[src/rtl/dft_pkg.sv]
// Shared types and sizing for the DFT sequencer, its MAC datapath and the benches.
package dft_pkg;

  localparam int N_PTS    = 8;
  localparam int SAMPLE_W = 4;
  localparam int RES_W    = 64;
  localparam int IDX_W    = $clog2(N_PTS);

  localparam logic [IDX_W-1:0] IDX_MAX = IDX_W'(N_PTS - 1);

  typedef enum logic [2:0] {
    S_IDLE,
    S_ISSUE,
    S_WAIT_RES,
    S_OUT,
    S_DONE
  } seq_state_t;

  // Element 0 (least significant nibble) is x[0]
  typedef logic [N_PTS-1:0][SAMPLE_W-1:0] sample_arr_t;

endpackage

[src/rtl/dft_sequencer_if.sv]
// MAC beat channel, MAC result return and downstream bin-result channel.
interface dft_sequencer_if;
  import dft_pkg::*;

  logic                mac_valid;
  logic                mac_ready;
  logic [SAMPLE_W-1:0] mac_sample;
  logic [IDX_W-1:0]    mac_tw_idx;
  logic                mac_first;
  logic                mac_last;

  logic                res_valid;
  logic [RES_W-1:0]    res_re;
  logic [RES_W-1:0]    res_im;

  logic                out_valid;
  logic                out_ready;
  logic [IDX_W-1:0]    out_bin;
  logic [RES_W-1:0]    out_re;
  logic [RES_W-1:0]    out_im;

  modport master (
    output mac_valid, mac_sample, mac_tw_idx, mac_first, mac_last,
    input  mac_ready,
    input  res_valid, res_re, res_im,
    output out_valid, out_bin, out_re, out_im,
    input  out_ready
  );

  modport slave (
    input  mac_valid, mac_sample, mac_tw_idx, mac_first, mac_last,
    output mac_ready,
    output res_valid, res_re, res_im,
    input  out_valid, out_bin, out_re, out_im,
    output out_ready
  );

endinterface

[src/rtl/dft_tw_index.sv]
// Combinational twiddle index (k*n) mod N_PTS; also usable for twiddle ROM addressing.
module dft_tw_index
  import dft_pkg::*;
(
  input  logic [IDX_W-1:0] k,
  input  logic [IDX_W-1:0] n,
  output logic [IDX_W-1:0] tw_idx
);

  // N_PTS is a power of two, so the modulo is just the low bits of the full product
  assign tw_idx = IDX_W'(k * n);

endmodule

[src/rtl/dft_sequencer.sv]
// Walks bins k and samples n of an N-point DFT, feeding a shared complex MAC and
// forwarding each bin's result downstream.
module dft_sequencer
  import dft_pkg::*;
(
  input  logic            clk,
  input  logic            rst_n,
  input  logic            start,
  input  logic            abort,
  input  sample_arr_t     samples,
  output logic            busy,
  output logic            done,
  output logic            err_unexp_res,
  dft_sequencer_if.master bus
);

  seq_state_t       state;
  sample_arr_t      sbuf;
  logic [IDX_W-1:0] k;
  logic [IDX_W-1:0] n;
  logic [IDX_W-1:0] n_nxt;
  logic [IDX_W-1:0] tw_nxt;

  assign n_nxt = n + IDX_W'(1);
  assign busy  = (state != S_IDLE);

  // Twiddle index for the beat that follows the one currently presented
  dft_tw_index u_tw (
    .k      (k),
    .n      (n_nxt),
    .tw_idx (tw_nxt)
  );

  always_ff @(posedge clk or negedge rst_n) begin
    if (!rst_n) begin
      state          <= S_IDLE;
      sbuf           <= '0;
      k              <= '0;
      n              <= '0;
      done           <= 1'b0;
      err_unexp_res  <= 1'b0;
      bus.mac_valid  <= 1'b0;
      bus.mac_sample <= '0;
      bus.mac_tw_idx <= '0;
      bus.mac_first  <= 1'b0;
      bus.mac_last   <= 1'b0;
      bus.out_valid  <= 1'b0;
      bus.out_bin    <= '0;
      bus.out_re     <= '0;
      bus.out_im     <= '0;
    end else if (abort) begin
      state         <= S_IDLE;
      bus.mac_valid <= 1'b0;
      bus.out_valid <= 1'b0;
      done          <= 1'b0;
    end else begin
      done <= 1'b0;
      if (bus.res_valid && (state != S_WAIT_RES))
        err_unexp_res <= 1'b1;

      case (state)
        S_IDLE: begin
          if (start) begin
            sbuf           <= samples;
            k              <= '0;
            n              <= '0;
            err_unexp_res  <= 1'b0;
            bus.mac_valid  <= 1'b1;
            bus.mac_sample <= samples[0];
            bus.mac_tw_idx <= '0;
            bus.mac_first  <= 1'b1;
            bus.mac_last   <= 1'b0;
            state          <= S_ISSUE;
          end
        end

        S_ISSUE: begin
          if (bus.mac_ready) begin
            n <= n_nxt;
            if (bus.mac_last) begin
              bus.mac_valid <= 1'b0;
              bus.mac_first <= 1'b0;
              bus.mac_last  <= 1'b0;
              state         <= S_WAIT_RES;
            end else begin
              bus.mac_sample <= sbuf[n_nxt];
              bus.mac_tw_idx <= tw_nxt;
              bus.mac_first  <= 1'b0;
              bus.mac_last   <= (n_nxt == IDX_MAX);
            end
          end
        end

        S_WAIT_RES: begin
          if (bus.res_valid) begin
            bus.out_re    <= bus.res_re;
            bus.out_im    <= bus.res_im;
            bus.out_bin   <= k;
            bus.out_valid <= 1'b1;
            state         <= S_OUT;
          end
        end

        S_OUT: begin
          if (bus.out_ready) begin
            bus.out_valid <= 1'b0;
            if (k == IDX_MAX) begin
              done  <= 1'b1;
              state <= S_DONE;
            end else begin
              // Next bin restarts at x[0], whose twiddle index is always 0
              k              <= k + IDX_W'(1);
              n              <= '0;
              bus.mac_valid  <= 1'b1;
              bus.mac_sample <= sbuf[0];
              bus.mac_tw_idx <= '0;
              bus.mac_first  <= 1'b1;
              bus.mac_last   <= 1'b0;
              state          <= S_ISSUE;
            end
          end
        end

        S_DONE: state <= S_IDLE;

        default: state <= S_IDLE;
      endcase
    end
  end

endmodule

[src/flat_wrapper.sv]
// flat-port wrapper written by rule: the top's interface ports become plain ports
module dft_sequencer_flat import dft_pkg::*;
  (clk, rst_n, start, abort, samples, busy, done, err_unexp_res, bus_mac_valid, bus_mac_sample, bus_mac_tw_idx, bus_mac_first, bus_mac_last, bus_mac_ready, bus_res_valid, bus_res_re, bus_res_im, bus_out_valid, bus_out_bin, bus_out_re, bus_out_im, bus_out_ready);
  dft_sequencer_if bus_i ();
  input  logic clk;
  input  logic rst_n;
  input  logic start;
  input  logic abort;
  input  sample_arr_t samples;
  output logic busy;
  output logic done;
  output logic err_unexp_res;
  output wire logic [$bits(bus_i.mac_valid)-1:0] bus_mac_valid;
  output wire logic [$bits(bus_i.mac_sample)-1:0] bus_mac_sample;
  output wire logic [$bits(bus_i.mac_tw_idx)-1:0] bus_mac_tw_idx;
  output wire logic [$bits(bus_i.mac_first)-1:0] bus_mac_first;
  output wire logic [$bits(bus_i.mac_last)-1:0] bus_mac_last;
  input wire logic [$bits(bus_i.mac_ready)-1:0] bus_mac_ready;
  input wire logic [$bits(bus_i.res_valid)-1:0] bus_res_valid;
  input wire logic [$bits(bus_i.res_re)-1:0] bus_res_re;
  input wire logic [$bits(bus_i.res_im)-1:0] bus_res_im;
  output wire logic [$bits(bus_i.out_valid)-1:0] bus_out_valid;
  output wire logic [$bits(bus_i.out_bin)-1:0] bus_out_bin;
  output wire logic [$bits(bus_i.out_re)-1:0] bus_out_re;
  output wire logic [$bits(bus_i.out_im)-1:0] bus_out_im;
  input wire logic [$bits(bus_i.out_ready)-1:0] bus_out_ready;
  assign bus_mac_valid = bus_i.mac_valid;
  assign bus_mac_sample = bus_i.mac_sample;
  assign bus_mac_tw_idx = bus_i.mac_tw_idx;
  assign bus_mac_first = bus_i.mac_first;
  assign bus_mac_last = bus_i.mac_last;
  assign bus_i.mac_ready = bus_mac_ready;
  assign bus_i.res_valid = bus_res_valid;
  assign bus_i.res_re = bus_res_re;
  assign bus_i.res_im = bus_res_im;
  assign bus_out_valid = bus_i.out_valid;
  assign bus_out_bin = bus_i.out_bin;
  assign bus_out_re = bus_i.out_re;
  assign bus_out_im = bus_i.out_im;
  assign bus_i.out_ready = bus_out_ready;
  dft_sequencer u_core (.clk(clk), .rst_n(rst_n), .start(start), .abort(abort), .samples(samples), .busy(busy), .done(done), .err_unexp_res(err_unexp_res), .bus(bus_i));
endmodule
[config.mk]
export PLATFORM = sky130hd
export DESIGN_NAME = dft_sequencer_flat
export DESIGN_NICKNAME = d
export VERILOG_FILES = /design/src/rtl/dft_pkg.sv /design/src/rtl/dft_sequencer_if.sv /design/src/rtl/dft_tw_index.sv /design/src/rtl/dft_sequencer.sv /design/src/flat_wrapper.sv
export SDC_FILE = /design/constraint.sdc
export NUM_CORES = 1
export LEC_CHECK = 0
export BUFFER_PORTS_ARGS = -buffer_cell sky130_fd_sc_hd__buf_2
export CAP_MARGIN = 20
export CORE_ASPECT_RATIO = 0.75
export CORE_MARGIN = 2
export CORE_UTILIZATION = 50
export CTS_BUF_LIST = sky130_fd_sc_hd__clkbuf_8
export DETAILED_ROUTE_END_ITERATION = 8
export PLACE_DENSITY = 0.83
export SLEW_MARGIN = 20
export SYNTH_ARGS = -nofsm -noshare
export SYNTH_HDL_FRONTEND = slang
export SYNTH_SLANG_ARGS = --single-unit
[constraint.sdc]
create_clock -name clk -period 3.9 [get_ports clk]
set_input_delay 0.195 -clock clk [delete_from_list [all_inputs] [get_ports clk]]
set_output_delay 0.195 -clock clk [all_outputs]
set_load 0.02 [all_outputs]
==> summary.md <==
| Metric | Value |
|---|---|
| RSZ-0062 raised after global routing | false |
| Layout area overhead | 49.2% |
| Finished Layout Cells | 1170 |
| Fillers | 847 |
| RePlAce Congestion | 0.809 |
| Cell variety after synth | 37 |
| Global Route Usage Sum | 0.293 |
| Critical Path AT | 2.84 ns |
| Post-DRT Antenna Nets | 0 |
| Final hold vios | 0 |
| Vias/cell | 5.16 |
| Initial antenna violation count | 1 |
| Yosys reg bits | 185 |
| Worst r2r dst | u_core.bus.mac_sample[1] |
| Worst path max stage delay | 0.63 ns |
| Setup Fix Bufs, Post-CTS | 0 |
| Cell internal pwr | 0.00285 W |
| Final period util | 0.643 |
| GRT overflow | 0 |
| CTS Hold Buffers Added | 161 |
| Multi-input gate area | 2750 um2 |
| Yosys warns | 0 |
| Gate power share | 0.140 |
| Post-synthesis area per instance | 15.5 um2 |
| DIE AREA | 16100 um2 |
| Commonest non-fill, non-tap cell in the layout | buf_2 |
| Placed instance count | 977 |
| Minimum hold slack | 0.0771 ns |
| Starting DRT DRC Count | 435 |
| Setup Viol. Count Final | 0 |
| Clk sink count | 185 |
| Family with the most delay on the worst path | multiplexers |
| Critical Path Sink Type | flip-flop |
| Synth Instances | 486 |
| Clock Latency Late Sink | 0.44 ns |
| GR peak layer | met2 |
| Required time worst endpoint | 4.23 ns |
| Pwr dens | 340 nW/um2 |
| Initial core utilization | 0.516 |
| Skew final | 0.0132 ns |
| Area of the core | 14600 um2 |
| Largest net degree at the start of global routing | 118 |
| Fin crit period | 2.51 ns |
| Detailed Route WL | 23200 um |
| Slew @ Worst Pin | 0.965 ns |
| CP cell instances | ha_1, xor2_4, mux4_1, mux2_2, o21ai_1, a2bb2oi_1 |
| CTS tree | done |
| Met2 usage | 0.539 |
| Via count | 6037 |
| R2R depth | 6 |
| Fin worst setup slack | 1.39 ns |
| Register area share after synthesis | 0.615 |
| WHS Endpoint | u_core.bus.out_valid |
| Post-CTS Resized | 0 |
| Switching share of power | 0.255 |
| H-tree Lvls | 4 |
| Nets | 1129 |
| Vias in the first global route | 6593 |
| Hold path startpoint | abort |
| Ports | 312 |
| Port Buffers | 311 |
| Share of layout cells above drive strength 1 | 0.499 |
| Sequential standard cell area | 4630 um2 |
| Worst VDD drop | 265 uV |
| Prevailing post-synth register cell | dfrtp_1 |
| Worst-path clk slew | 0.10 ns |
| Met1 Usage GRT | 0.338 |
| Kind of critical path | reg2reg |
| DIE HEIGHT | 110 um |
| Final Max Tran Viols | 0 |
| Reg2reg start | u_core.n[0] |
| Avg WL per Cell | 19.9 um |
| HPWL Detailed | 13200 um |
| Dpl ws | 1.38 ns |
| R2r setup slk | 1.39 ns |
| Startpoint Class | flip-flop |
| Synthesized cell area | 7530 um2 |
| Clock power frac | 0.321 |
| Max FO, Critical Path | 10 |
| Syn_nets | 658 |
| LEAKAGE | 6.15 nW |
| Router iterations before antenna repair | 6 |
| Flop pwr share | 0.538 |
| Status | finished, final reports clean |
| Switching power | 0.000973 W |
| Most frequent cells in the layout | 310 x buf_2, 185 x dfrtp_1, 161 x dlygate4sd3_1 |
| Num CTS Buffers | 17 |
| CP bufs+invs | 0 |
| EDFF count, synth | 0 |
| First-pass GRT wire length | 35800 um |
| Setup TNS | 0 ns |
| Die X | 146 um |
| Max-slew headroom | 0.357 |
| CTS root buf | clkbuf_8 |
| CTS Buffer Depth | 2 |
| Post-synth ARST share | 1.00 |
| DRC errors left | 0 |
| Max-Cap Viols | 0 |
| Num rows | 38 |
| HP Class | in2reg |
| F_max | 399 MHz |
| Hold-critical path depth | 2 |
| CP max-delay cell | mux4_1 |
| Met3 GRT Util | 0.0790 |
==> worst max-delay path by stage <==
stage / slack [ns] / endpoint / from / cells past startpoint
floorplan: 1.77 / u_core.bus.mac_sample[0] / u_core.n[0] / 6
global placement: 1.49 / u_core.bus.out_re[4] / u_core.state[1] / 5
detailed placement: 1.38 / u_core.bus.out_re[22] / u_core.state[1] / 5
CTS: 1.35 / u_core.bus.out_re[22] / u_core.state[1] / 5
global route: 1.30 / u_core.bus.mac_sample[0] / u_core.n[0] / 6
finish: 1.39 / u_core.bus.mac_sample[1] / u_core.n[0] / 6
==> layout make-up <==
class                           instances  share of cell area
Antenna cell                            2            0.000446
Clock buffer                           19              0.0233
Inverter                                3             0.00100
Multi-Input combinational cell        273               0.244
Clock inverter                         11             0.00880
Timing Repair Buffer                  477               0.288
Sequential cell                       185               0.412
Tap cell                              200              0.0223
==> state kept, by name, indices dropped and copies added, names as in the netlist, 4 cells and up <==
| name | flops |
|---|---|
| u_core.sbuf | 32 |
| u_core.bus.mac_sample | 4 |
| u_core.bus.out_re | 64 |
| u_core.bus.out_im | 64 |
==> metal layers <==
metal / part of all wire / wire length, um / up-vias
li1: - / - / 2681
met1: 0.38 / 8730 / 3021
met2: 0.54 / 12400 / 291
met3: 0.066 / 1540 / 44
met4: 0.023 / 532 / 0
met5: 0 / 0 / -
==> power groups by stage <==
| stage | clock (W) | sequential, W | combinational [W] |
|---|---|---|---|
| finish | 0.00123 | 0.00206 | 0.000537 |
| global route | 0.00133 | 0.00207 | 0.000579 |
| floorplan | 0 | 0.00209 | 0.000194 |
| CTS | 0.00123 | 0.00205 | 0.000523 |
| detailed placement | 0 | 0.00209 | 0.000394 |
| global placement | 0 | 0.00209 | 0.000373 |
==> kinds of logic (layout without fill, tap and decap cells) <==
| family | after synthesis | count (layout) | share of synthesized area |
|---|---|---|---|
| AOI/OAI and AO/OA | 35 | 35 | 0.0324 |
| xor gates and xnor gates | 4 | 4 | 0.00715 |
| adders and majority gates | 5 | 5 | 0.00831 |
| buffers and inverters | 28 | 510 | 0.0204 |
| DFF | 185 | 185 | 0.615 |
| muxes | 176 | 176 | 0.279 |
| other | 0 | 2 | 0 |
| and+or+nand+nor | 53 | 53 | 0.0376 |
==> through the flow <==
| step | total power (W) | util | cell area (um2) |
|---|---|---|---|
| floorplan | 0.00229 | - | 7530 |
| global placement | 0.00246 | 0.634 | 9250 |
| detailed placement | 0.00249 | 0.634 | 9250 |
| CTS | 0.00380 | 0.769 | 11200 |
| global route | 0.00398 | 0.769 | 11200 |
| finish | 0.00382 | 0.770 | 11200 |
==> synthesized netlist by cell type (all sizes together), types with 3 or more instances <==
master / count / area share
a21oi: 7 / 0.0047
a22o: 4 / 0.0047
a2bb2oi: 6 / 0.0070
a311oi: 4 / 0.0047
buf: 22 / 0.017
clkbuf: 3 / 0.0015
dfrtp: 185 / 0.61
ha: 5 / 0.0083
inv: 3 / 0.0015
mux2: 168 / 0.25
mux4: 8 / 0.028
nand2: 10 / 0.0050
nand2b: 3 / 0.0025
nand3: 3 / 0.0020
nor2: 15 / 0.0075
nor2b: 10 / 0.0083
nor3: 3 / 0.0020
nor4: 3 / 0.0045
o21ai: 9 / 0.0060
xnor2: 3 / 0.0035
No activity file was read; power rests on OpenSTA's default activity.
